--- config.mk ---
export PLATFORM = sky130hd
export DESIGN_NAME = serial_det_sched_flat
export DESIGN_NICKNAME = d
export VERILOG_FILES = /design/src/rtl/serial_det_pkg.sv /design/src/rtl/serial_det_sched_if.sv /design/src/rtl/serial_det_sched_rr_arbiter.sv /design/src/rtl/serial_det_sched.sv /design/src/flat_wrapper.sv
export SDC_FILE = /design/constraint.sdc
export NUM_CORES = 1
export LEC_CHECK = 0
export ABC_AREA = 1
export CORE_MARGIN = 2
export CORE_UTILIZATION = 45
export CTS_CLUSTER_SIZE = 14
export DETAILED_ROUTE_END_ITERATION = 8
export GPL_TIMING_DRIVEN = 0
export PLACE_DENSITY = 0.74
export SETUP_SLACK_MARGIN = 0.4
export SYNTH_ARGS = -nofsm -noshare
export SYNTH_HDL_FRONTEND = slang
export SYNTH_SLANG_ARGS = --single-unit
--- constraint.sdc ---
create_clock -name clk -period 1.7 [get_ports clk]
set_clock_uncertainty 0.15 [all_clocks]
set_input_delay 0.255 -clock clk [delete_from_list [all_inputs] [get_ports clk]]
set_output_delay 0.255 -clock clk [all_outputs]
set_load 0.02 [all_outputs]
--- src/rtl/serial_det_pkg.sv ---
// Shared types and elaboration helpers for the serial detector scheduler.
package serial_det_pkg;

   typedef enum logic [2:0] {IDLE, CLR, SHIFT, DRAIN, DONE} state_e;

   // Counter width able to index 0..n-1, never narrower than one bit.
   function automatic int cnt_w(input int n);
      return (n > 1) ? $clog2(n) : 1;
   endfunction

   function automatic bit params_ok(input int nreq, input int w, input int det_lat,
                                    input int idw, input int cw);
      return (nreq >= 1) && (w >= 1) && (det_lat >= 0) &&
             ((2 ** idw) >= nreq) && ((2 ** cw) > w);
   endfunction

endpackage

--- src/rtl/serial_det_sched_if.sv ---
// Requester and detector signal bundle for serial_det_sched.
interface serial_det_sched_if #(
   parameter int NREQ = 2,
   parameter int W    = 8,
   parameter int IDW  = 1,
   parameter int CW   = 4
);
   logic [NREQ-1:0]   req;
   logic [NREQ*W-1:0] data;
   logic [NREQ-1:0]   gnt;
   logic              det_rst;
   logic              det_x;
   logic              det_y;
   logic              done;
   logic [IDW-1:0]    done_id;
   logic [CW-1:0]     match_cnt;

   modport slave (input req, data, det_y,
                  output gnt, det_rst, det_x, done, done_id, match_cnt);
   modport master (output req, data, det_y,
                   input gnt, det_rst, det_x, done, done_id, match_cnt);
endinterface

--- src/rtl/serial_det_sched_rr_arbiter.sv ---
// Round-robin arbiter: one-hot grant plus encoded id, pointer advances past each winner.
module rr_arbiter #(
   parameter int NREQ = 2,
   parameter int IDW  = 1
) (
   input  logic            clk,
   input  logic            reset,
   input  logic [NREQ-1:0] req,
   input  logic            en,
   output logic [NREQ-1:0] gnt,
   output logic [IDW-1:0]  id,
   output logic            any
);
   logic [IDW-1:0] ptr_q, ptr_d;

   always_comb begin
      gnt   = '0;
      id    = '0;
      any   = 1'b0;
      ptr_d = ptr_q;
      // Scan farthest-first so the requester nearest the pointer wins last.
      for (int off = NREQ - 1; off >= 0; off--) begin
         if (req[(int'(ptr_q) + off) % NREQ]) begin
            id  = IDW'((int'(ptr_q) + off) % NREQ);
            any = 1'b1;
         end
      end
      if (en && any) begin
         gnt[id] = 1'b1;
         ptr_d   = (int'(id) == NREQ - 1) ? '0 : IDW'(int'(id) + 1);
      end
   end

   always_ff @(posedge clk or posedge reset) begin
      if (reset) ptr_q <= '0;
      else       ptr_q <= ptr_d;
   end
endmodule

--- src/rtl/serial_det_sched.sv ---
// Shares one serial sequence detector among NREQ requesters: grant, clear,
// shift a word MSB-first, count matches, report the count with the requester id.
module serial_det_sched
   import serial_det_pkg::*;
#(
   parameter int NREQ    = 2,
   parameter int W       = 8,
   parameter int DET_LAT = 1,
   parameter int IDW     = 1,
   parameter int CW      = 4
) (
   input logic              clk,
   input logic              reset,
   serial_det_sched_if.slave bus
);
   localparam int BCW = cnt_w((W > DET_LAT) ? W : DET_LAT);

   if (!params_ok(NREQ, W, DET_LAT, IDW, CW)) begin : g_bad_params
      $error("serial_det_sched: illegal parameter combination");
   end

   state_e         state_q, state_d;
   logic [W-1:0]   sr_q, sr_d;
   logic [IDW-1:0] id_q, id_d;
   logic [BCW-1:0] bcnt_q, bcnt_d;
   logic [CW-1:0]  cnt_q, cnt_d;
   logic           det_rst_q, det_rst_d, det_x_q, det_x_d, done_q, done_d;
   logic [IDW-1:0] done_id_q, done_id_d;
   logic [CW-1:0]  match_cnt_q, match_cnt_d;

   logic            arb_en, arb_any, shift_vld, vld_dly;
   logic [NREQ-1:0] arb_gnt;
   logic [IDW-1:0]  arb_id;

   assign arb_en = (state_q == IDLE) && !reset;

   rr_arbiter #(.NREQ(NREQ), .IDW(IDW)) u_arb (
      .clk   (clk),
      .reset (reset),
      .req   (bus.req),
      .en    (arb_en),
      .gnt   (arb_gnt),
      .id    (arb_id),
      .any   (arb_any)
   );

   // Valid delay line aligns each shifted bit with the det_y it produces.
   assign shift_vld = (state_q == SHIFT);
   if (DET_LAT > 0) begin : g_dly
      logic [DET_LAT-1:0] vld_pipe;
      always_ff @(posedge clk or posedge reset) begin
         if (reset) vld_pipe <= '0;
         else begin
            for (int i = DET_LAT - 1; i > 0; i--) vld_pipe[i] <= vld_pipe[i-1];
            vld_pipe[0] <= shift_vld;
         end
      end
      assign vld_dly = vld_pipe[DET_LAT-1];
   end else begin : g_nodly
      assign vld_dly = shift_vld;
   end

   always_comb begin
      state_d = state_q;
      sr_d    = sr_q;
      id_d    = id_q;
      bcnt_d  = bcnt_q;
      cnt_d   = cnt_q;
      if (vld_dly && bus.det_y) cnt_d = cnt_q + 1'b1;
      case (state_q)
         IDLE: if (arb_en && arb_any) begin
            sr_d    = bus.data[arb_id*W +: W];
            id_d    = arb_id;
            cnt_d   = '0;
            state_d = CLR;
         end
         CLR: begin
            bcnt_d  = '0;
            state_d = SHIFT;
         end
         SHIFT: if (bcnt_q == BCW'(W - 1)) begin
            bcnt_d  = '0;
            state_d = (DET_LAT == 0) ? DONE : DRAIN;
         end else bcnt_d = bcnt_q + 1'b1;
         DRAIN: if (bcnt_q == BCW'(DET_LAT - 1)) state_d = DONE;
                else bcnt_d = bcnt_q + 1'b1;
         DONE:    state_d = IDLE;
         default: state_d = IDLE;
      endcase

      // Outputs are registered, so they are decoded from the next state.
      det_rst_d = (state_d == CLR);
      det_x_d   = (state_d == SHIFT) && sr_q[W-1];
      if (state_d == SHIFT) sr_d = sr_q << 1;
      done_d      = (state_d == DONE);
      done_id_d   = done_d ? id_q  : done_id_q;
      match_cnt_d = done_d ? cnt_d : match_cnt_q;
   end

   always_ff @(posedge clk or posedge reset) begin
      if (reset) begin
         state_q     <= IDLE;
         sr_q        <= '0;
         id_q        <= '0;
         bcnt_q      <= '0;
         cnt_q       <= '0;
         det_rst_q   <= 1'b0;
         det_x_q     <= 1'b0;
         done_q      <= 1'b0;
         done_id_q   <= '0;
         match_cnt_q <= '0;
      end else begin
         state_q     <= state_d;
         sr_q        <= sr_d;
         id_q        <= id_d;
         bcnt_q      <= bcnt_d;
         cnt_q       <= cnt_d;
         det_rst_q   <= det_rst_d;
         det_x_q     <= det_x_d;
         done_q      <= done_d;
         done_id_q   <= done_id_d;
         match_cnt_q <= match_cnt_d;
      end
   end

   assign bus.gnt       = arb_gnt;
   assign bus.det_rst   = det_rst_q;
   assign bus.det_x     = det_x_q;
   assign bus.done      = done_q;
   assign bus.done_id   = done_id_q;
   assign bus.match_cnt = match_cnt_q;
endmodule

--- src/flat_wrapper.sv ---
// flat-port wrapper written by rule: the top's interface ports become plain ports
module serial_det_sched_flat import serial_det_pkg::*;
#(
   parameter int NREQ    = 2,
   parameter int W       = 8,
   parameter int DET_LAT = 1,
   parameter int IDW     = 1,
   parameter int CW      = 4
)
  (clk, reset, bus_req, bus_data, bus_det_y, bus_gnt, bus_det_rst, bus_det_x, bus_done, bus_done_id, bus_match_cnt);
  serial_det_sched_if #(.NREQ(NREQ), .W(W), .IDW(IDW), .CW(CW)) bus_i ();
  input logic clk;
  input logic reset;
  input wire logic [$bits(bus_i.req)-1:0] bus_req;
  input wire logic [$bits(bus_i.data)-1:0] bus_data;
  input wire logic [$bits(bus_i.det_y)-1:0] bus_det_y;
  output wire logic [$bits(bus_i.gnt)-1:0] bus_gnt;
  output wire logic [$bits(bus_i.det_rst)-1:0] bus_det_rst;
  output wire logic [$bits(bus_i.det_x)-1:0] bus_det_x;
  output wire logic [$bits(bus_i.done)-1:0] bus_done;
  output wire logic [$bits(bus_i.done_id)-1:0] bus_done_id;
  output wire logic [$bits(bus_i.match_cnt)-1:0] bus_match_cnt;
  assign bus_i.req = bus_req;
  assign bus_i.data = bus_data;
  assign bus_i.det_y = bus_det_y;
  assign bus_gnt = bus_i.gnt;
  assign bus_det_rst = bus_i.det_rst;
  assign bus_det_x = bus_i.det_x;
  assign bus_done = bus_i.done;
  assign bus_done_id = bus_i.done_id;
  assign bus_match_cnt = bus_i.match_cnt;
  serial_det_sched #(.NREQ(NREQ), .W(W), .DET_LAT(DET_LAT), .IDW(IDW), .CW(CW)) u_core (.clk(clk), .reset(reset), .bus(bus_i));
endmodule
# Yosys cells after proc, flatten, opt, wreduce, memory -nomap -nowiden
# Index checks and enable logic that the tools add are counted.
# word_totals
out_inout_bits,10
elab_cells,70
reg_bits,29
in_bits,21
# classes
n_reduce_logical,14
n_bitwise,1
mux,26
shift,1
magnitude_cmp,4
eq_ne,8
add_sub_neg,4
# ops
operator,count
2-to-1 mux 8 bit,3
variable part select 16 x 5 -> 8 bit,1
2-to-1 mux 3 bit,5
2-to-1 mux 4 bit,3
one-hot mux 3 bit (4 select lines),1
2-to-1 mux 1 bit,11
equality test 3 x 2 -> 1 bit (second input constant),3
one-hot mux 3 bit (3 select lines),1
equality test 3 x 1 -> 1 bit (second input constant),2
equality test 3 bit (second input constant),2
logical NOT 3 bit,2
AND reduction 2 bit,3
logical AND 1 bit,5
adder 4 x 1 -> 4 bit (second input constant),1
< comparator 1 x 2 -> 1 bit (second input constant),2
nonzero test 2 bit,2
adder 3 x 1 -> 3 bit (second input constant),1
< comparator 2 x 3 -> 1 bit (second input constant),1
nonzero test 3 bit,1
adder 1 bit (second input constant),2
2-to-1 mux 2 bit,1
inequality test 2 bit (second input constant),1
AND 1 bit (first input constant),1
demux 1 bit (select 1 bit),1
2 further kinds,2

# Depth between registers and ports, before layout
# Gate-level depths: netlist of run 1.
# logic_depth
word_depth,13
depth_mapped,9
ltp_nobuf,9

# Modules after synthesis
# From an unflattened synthesis of run 1, not the netlist that was laid out.
# unflattened
cells_unflattened,186
hier_area_um2,1505.2
# by_module_without_submodules
module,instances,cells_per_inst,area_per_inst_um2,seq_area_each_um2
serial_det_sched,1,170,1422.6,700.7
rr_arbiter,1,16,82.6,25.0

# Worst setup path after synthesis of run 1
# Ideal clock, no wire load.
# synth_timing
kind,register to output
startpoint,register u_core.state_q[0]
endpoint,output bus_gnt[1]
path_buffers,1
t_required_ps,1295
slack_ps,86
stages_incl_launch_ff,5
t_arrival_ps,1209
cell_sequence,dfrtp_1 -> nor2_1 -> nand3_4 -> buf_6 -> nor2_1
# synth_via
elab_chain_len,4
# synth_lines
element,line,source
from (decl),serial_det_sched.sv:22,"state_e state_q, state_d;"
from (signal assigned),serial_det_sched.sv:113,state_q <= state_d;
logical NOT 3 bit,serial_det_sched.sv:35,assign arb_en = (state_q == IDLE) && !reset;
logical AND 1 bit,serial_det_sched.sv:35,
logical AND 1 bit,serial_det_sched_rr_arbiter.sv:28,if (en && any) begin
2-to-1 mux 2 bit,serial_det_sched_rr_arbiter.sv:28,
to (decl),flat_wrapper.sv:17,output wire logic [$bits(bus_i.gnt)-1:0] bus_gnt;
# Every way passes these cells.

# Final worst setup path of run 1
# Same ends and word-level chain as after synthesis.

==> out/qor.csv, run 1 <==
stage,metric,value,unit
outcome,status,"complete, but fails checks",
outcome,failing checks,negative setup slack,
worst_setup_path,critical-path cell list,nor2_4 -> nand3_4 -> buf_8 -> nor2_4 -> buf_6,
sta,Rel. slew slack,58.85,%
pwr,pwr dens,1726,nW/um2
global_route,gr ovfl total,0,
synthesis,"area leader, netlist",dfrtp_1,
layout,area of the multi-input gates,872.1,um2
floorplanning,core area,3311,um2
synthesis,Post-synth EDFFs,0,
synthesis,Commonest cells post-synth,"nand2_1 (62), dfrtp_1 (29), nand3_1 (29)",
floorplanning,Die Height,62.58,um
floorplanning,# IOs,31,
route,First-pass DRT Iterations,5,
sta,"Min Clock Period, post-route",1756,ps
worst_setup_path,WP buf/inv,2,
synthesis,synth top area cells,"dfrtp_1 (47%), nand2_1 (15%), nand3_1 (9.4%)",
worst_setup_path,CP endpoint kind,primary output,
layout,fin area,2489,um2
worst_setup_path,Top delay family on crit path,flip-flops,
sta,RSZ-0062 raised after global routing,yes,
sta,fin worst setup slack,-55.99,ps
layout,post-layout util,75.17,%
worst_setup_path,critical path's slowest cell,dfrtp_2,
layout,register area,729.5,um2
place,DP Cell Count,268,
layout,Fill cells,234,
synthesis,share of flip-flops with an asynchronous set or reset,100.0,%
sta,max frequency,0.5695,GHz
clock_tree,TritonCTS Sinks,29,
sta,fin crit share,103.3,%
pwr,worst vdd ir,1020,uV
sta,Hold Fails Final Rpt,0,
pwr,Tot Pwr,4.296,mW
global_route,Global Route Usage Sum,21.75,%
worst_setup_path,CP Class,flop to primary output,
global_route,first-pass GRT wire length,6679,um
run,total of max-cap violations,0,
floorplanning,Initial Util,46.64,%
global_route,initial antenna violation count,0,
pwr,internal power,2.497,mW
floorplanning,Die ar.,3916,um2
synthesis,mapped cell area,1544,um2
place,Port Buffer Count,30,
route,Vias/cell,4.765,
synthesis,synth unique cells,26,
layout,Diodes inserted,0,
pwr,Net Switching,1.799,mW
pwr,sequential share of power,26.7,%
clock_tree,H-tree Lvls,2,
place,GPL Wtd Cong,0.8208,
pwr,Sw Ratio,41.87,%
synthesis,synth warn,0,
layout,fin cells,307,
place,post-DP HPWL,2213,um
worst_setup_path,Critical Path AT,1350,ps
global_route,vias in the first global route,1454,
worst_setup_path,Crit Path Max Fanout,4,
clock_tree,Clock Latency Late Sink,320,ps
clock_tree,clock buffer depth,2,
route,Vias,1463,
worst_setup_path,WP data required,1290,ps
floorplanning,Cell Rows,21,
clock_tree,clock-pin slew on the worst setup and hold paths,90,ps
sta,"Setup violations, final",2,
layout,share of cells above drive strength 1,38.70,%
worst_setup_path,Worst Setup SP,u_core.state_q[0]$_DFF_PP0_,
place,post-placement worst setup slack,-861.6,ps
global_route,largest net degree at the start of global routing,30,
synthesis,Syn Area/Cell,8.042,um2
pwr,combinational power share,63.0,%
clock_tree,number of buffers created by CTS,5,
sta,"Slew Viols, Final",0,
clock_tree,CTS tree,yes,
layout,Area Growth Syn to Fin,61.18,%
route,Routed Antenna Nets,0,
clock_tree,Clock Root Buffer,clkbuf_4,
place,Post-DP Area,1977,um2
worst_setup_path,Worst setup SP type,flop,
worst_hold_path,Hold Path Class,primary input to asynchronous set/reset pin,
worst_setup_path,worst r2r src,u_core.state_q[0]$_DFF_PP0_,
synthesis,register area share after synthesis,47.00,%
worst_setup_path,CP peak stage delay,440,ps
synthesis,post-synth top area share,47.00,%
synthesis,Post-Syn Instances,192,
clock_tree,hold_buf cts,0,
sta,Slew @ Worst Pin,616.0,ps
floorplanning,chip width,62.58,um
synthesis,top_reg_cell synth,dfrtp_1,
route,final WL,3990,um
synthesis,top-count cell post-synth,nand2_1,
route,wire length per cell,13.00,um
route,DRT iter0 DRCs,52,
synthesis,Syn Nets,217,
worst_setup_path,Worst path most repeated cell,nor2_4,
synthesis,synthesis-stage register bit count,29,
route,DRC viols,0,
layout,Final nets,285,
pwr,Pleak,1.288,nW
pwr,Clock Power Share,10.3,%
## worst paths after layout
| path | end | slack [ps] | depth (start not counted) |
|---|---|---|---|
| hold reg to reg | u_core.bus.det_x$_DFF_PP0_ | 370 | 2 |
| hold / removal | u_core.bcnt_q[2]$_DFFE_PP0P_ | 50 | 2 |
| setup / recovery | bus_gnt[1] | -60 | 5 |
| max in group asynchronous | u_core.state_q[2]$_DFF_PP0_ | 980 | 2 |
| setup reg to reg | u_core.sr_q[0]$_DFFE_PP0P_ | -10 | 11 |
| min in group clk | u_core.bus.det_x$_DFF_PP0_ | 370 | 2 |
## stage by stage
stage / hold WS, ps / TNS [ps]
2_1_floorplan: 182.9 / 0
3_3_place_gp: 317.3 / -7746
3_5_place_dp: 321.8 / -8070
4_1_cts: 78.72 / -44.00
5_1_grt: 97.22 / -636.1
6_report: 45.52 / -61.13
## power groups by stage
stage	combinational (mW)	clock (mW)	sequential, mW
2_1_floorplan	1.15	0	1.23
3_3_place_gp	1.64	0	1.16
3_5_place_dp	1.67	0	1.17
4_1_cts	2.38	0.444	1.13
5_1_grt	2.94	0.480	1.18
6_report	2.71	0.441	1.15
## area by class of cell
| class | instances | area share, % |
|---|---|---|
| multi-input cells | 131 | 35.04 |
| flip-flops and latches | 29 | 29.31 |
| repair buffers | 61 | 23.93 |
| inverters | 27 | 4.625 |
| plain buffers | 5 | 2.413 |
| clock buffers | 8 | 2.363 |
| well taps | 46 | 2.313 |
## layer usage
metal	track usage [%]	wire length (um)
met2	36.16	2010
met5	0	0
met1	28.14	1787
met3	4.685	128
met4	7.500	63
## logic make-up after synthesis
kind of cell / after synthesis / share of synthesized area [%]
mux: 1 / 0.6483
xor+xnor: 1 / 0.5674
flops: 29 / 47.00
simple gates: 110 / 33.39
buf+inv: 32 / 9.967
fa+ha+maj: 4 / 3.242
compound gates: 15 / 5.186
## registers in the layout, summed over array words and instances, names as in the netlist
name                   count
u_core.bcnt_q              3
u_core.bus.det_rst         1
u_core.cnt_q               4
u_core.u_arb.ptr_q         1
u_core.bus.done            1
u_core.id_q                1
u_core.bus.det_x           1
u_core.sr_q                8
u_core.bus.done_id         1
u_core.bus.match_cnt       4
u_core.state_q             3
u_core.g_dly.vld_pipe      1
## cells in the final DEF, fill, tap and decap left out, types with 3 or more instances in the layout
| cell | instances |
|---|---|
| o21ai_1 | 8 |
| buf_4 | 21 |
| clkbuf_4 | 5 |
| inv_2 | 4 |
| nor2_4 | 5 |
| nand3_2 | 7 |
| clkdlybuf4s50_1 | 17 |
| nand3_1 | 21 |
| dlygate4sd2_1 | 3 |
| dfrtp_1 | 26 |
| dfrtp_2 | 3 |
| nand2_1 | 50 |
| buf_6 | 15 |
| nor2_1 | 4 |
| inv_1 | 20 |
| nand2_2 | 6 |
| nand3_4 | 3 |
| nand2_4 | 8 |
| buf_2 | 4 |
| buf_8 | 3 |
## repair_timing
action                     4_1_cts  5_1_grt
gates cloned                     3        0
pin swaps                       18       13
resized for setup               91       23
setup endpoints to repair       62       32
buffers inserted                18       10
(Power assumes the default switching activity.)
==> run 2: changes to the inputs <==
--- a/config.mk
+++ b/config.mk
@@ -7,11 +7,12 @@
 export LEC_CHECK = 0
 export ABC_AREA = 1
 export CORE_MARGIN = 2
-export CORE_UTILIZATION = 45
+export CORE_UTILIZATION = 46
 export CTS_CLUSTER_SIZE = 14
 export DETAILED_ROUTE_END_ITERATION = 8
 export GPL_TIMING_DRIVEN = 0
-export PLACE_DENSITY = 0.74
+export PLACE_DENSITY = 0.75
+export RECOVER_POWER = 100
 export SETUP_SLACK_MARGIN = 0.4
 export SYNTH_ARGS = -nofsm -noshare
 export SYNTH_HDL_FRONTEND = slang
==> out/qor.csv, run 2 (synthesis results as in run 1) <==
stage,metric,value,unit
global_route,M2 GR Usage,35.49,%
pwr,Tot Pwr,4.107,mW
floorplanning,Cell Rows,21,
layout,"commonest non-fill, non-tap cells in the layout","nand2_1 (54), dfrtp_1 (26), inv_1 (21)",
route,wire length per cell,13.89,um
worst_setup_path,CP Class,primary input to primary output,
worst_setup_path,Critical Path AT,1380,ps
sta,Hold Fails Final Rpt,0,
sta,max frequency,0.5613,GHz
global_route,vias in the first global route,1299,
layout,fin cells,303,
pwr,combinational power share,61.7,%
pwr,Sw Ratio,43.57,%
place,Port Buffer Count,30,
layout,Largest Register,u_core.sr_q,
sta,Slew @ Worst Pin,625.4,ps
layout,Final nets,281,
global_route,GR Util met1,25.20,%
pwr,Net Switching,1.789,mW
sta,fin worst setup slack,-81.68,ps
pwr,internal power,2.318,mW
clock_tree,clock-pin slew on the worst setup and hold paths,90,ps
place,post-DP HPWL,2262,um
layout,Largest register FFs,8,
sta,Rel. slew slack,58.22,%
layout,Area Growth Syn to Fin,58.10,%
pwr,worst vdd ir,856.0,uV
place,GPL Wtd Cong,0.7832,
worst_setup_path,Crit Path Max Fanout,4,
pwr,sequential share of power,27.8,%
clock_tree,Clock Root Buffer,clkbuf_4,
outcome,failing checks,negative setup slack,
route,DRT iter0 DRCs,93,
floorplanning,Die ar.,3836,um2
clock_tree,clock buffer depth,2,
clock_tree,CTS tree,yes,
clock_tree,Clock Latency Late Sink,320,ps
route,Vias,1529,
layout,share of cells above drive strength 1,35.02,%
global_route,first-pass GRT wire length,5761,um
global_route,gr ovfl total,0,
place,DP Cell Count,268,
run,total of max-cap violations,0,
route,final WL,4209,um
sta,fin crit share,104.8,%
sta,"Setup violations, final",8,
floorplanning,core area,3284,um2
floorplanning,chip width,61.94,um
pwr,Pleak,1.230,nW
pwr,pwr dens,1683,nW/um2
global_route,GRT busiest layer,met2,
pwr,Clock Power Share,10.5,%
clock_tree,H-tree Lvls,2,
route,Vias/cell,5.046,
layout,Diodes inserted,0,
sta,"Min Clock Period, post-route",1782,ps
route,DRC viols,0,
worst_setup_path,Worst setup SP type,primary input,
clock_tree,TritonCTS Sinks,29,
global_route,largest net degree at the start of global routing,30,
sta,TNS Setup,-187.3,ps
global_route,Global Route met3 Usage,5.797,%
worst_hold_path,Hold Path Class,primary input to asynchronous set/reset pin,
global_route,initial antenna violation count,0,
worst_setup_path,WP data required,1290,ps
sta,"Slew Viols, Final",0,
worst_setup_path,CP endpoint kind,primary output,
global_route,Global Route Usage Sum,20.87,%
outcome,status,"complete, but fails checks",
clock_tree,number of buffers created by CTS,5,
floorplanning,# IOs,31,
layout,"most common cell after layout, fill and taps aside",nand2_1,
route,Routed Antenna Nets,0,
floorplanning,Die Height,61.94,um
sta,RSZ-0062 raised after global routing,yes,
route,First-pass DRT Iterations,6,
floorplanning,Initial Util,47.01,%
==> run 2: changes by cell type in the layout (fill, tap and decap cells not counted), sizes merged <==
cell / change
clkbuf: +9
dlymetal6s2s: +1
buf: -14
dlygate4sd2: -2
clkinvlp: +1
clkdlybuf4s50: +1
==> run 2: what timing repair did <==
action | in CTS | in global routing
endpoints found under the setup margin | 62 | 60
pin swaps | 12 | 19
hold buffers | 0 | 0
buffers inserted | 10 | 13
cloned | 3 | 1
gates resized for setup | 73 | 39
==> run 2: critical path, stage by stage <==
cell and delay, ps:
clkdlybuf4s50_1 490, nor2_4 140, nand3_4 120, buf_8 150, nor2_4 90, buf_6 120
==> run 2: worst paths after layout <==
kind / start / endpoint / slack, ps / depth (start not counted)
hold / removal: reset / u_core.sr_q[4]$_DFFE_PP0P_ / 300 / 2
setup / recovery: reset / bus_gnt[1] / -80 / 6
max in group asynchronous: reset / u_core.state_q[2]$_DFF_PP0_ / 720 / 2
setup reg to reg: u_core.state_q[1]$_DFF_PP0_ / u_core.sr_q[1]$_DFFE_PP0P_ / -50 / 10
min in group clk: u_core.bus.match_cnt[2]$_DFFE_PP0P_ / u_core.bus.match_cnt[2]$_DFFE_PP0P_ / 340 / 2
hold reg to reg: u_core.bus.match_cnt[2]$_DFFE_PP0P_ / u_core.bus.match_cnt[2]$_DFFE_PP0P_ / 340 / 2
==> run 2: through the flow <==
stage / hold WS [ps] / instance area, um2 / setup WS [ps] / utilization [%]
2_1_floorplan: 182.9 / 1619 / 253.3 / -
3_5_place_dp: 334.1 / 1977 / -866.7 / 60.19
5_1_grt: 336.4 / 2441 / -134.5 / 74.32
3_3_place_gp: 319.1 / 1977 / -844.7 / 60.19
6_report: 297.5 / 2441 / -81.68 / 74.32
4_1_cts: 351.0 / 2191 / -66.52 / 66.70
==> run 2: layer usage <==
layer	vias up	routed length (um)
met5	-	0
met1	742	1683
li1	736	-
met2	41	2287
met3	10	142
met4	0	96
==> run 2: layout make-up <==
cell class | instances | area (um2)
sequential | 29 | 729.5
clock buffer | 8 | 58.81
multi-input combinational | 131 | 898.4
timing repair inverter | 1 | 7.507
tap | 46 | 57.56
buffer | 5 | 60.06
fill | 229 | 843.3
timing repair buffer | 56 | 516.7
inverter | 27 | 112.6
==> run 2: power by group through the flow <==
stage                     logic [mW]  clock network, mW  registers (mW)
after floorplan                 1.15                  0            1.23
after CTS                       2.05              0.437            1.13
after global placement          1.63                  0            1.16
final                           2.54              0.430            1.14
after detailed placement        1.66                  0            1.17
after global routing            2.78              0.474            1.17
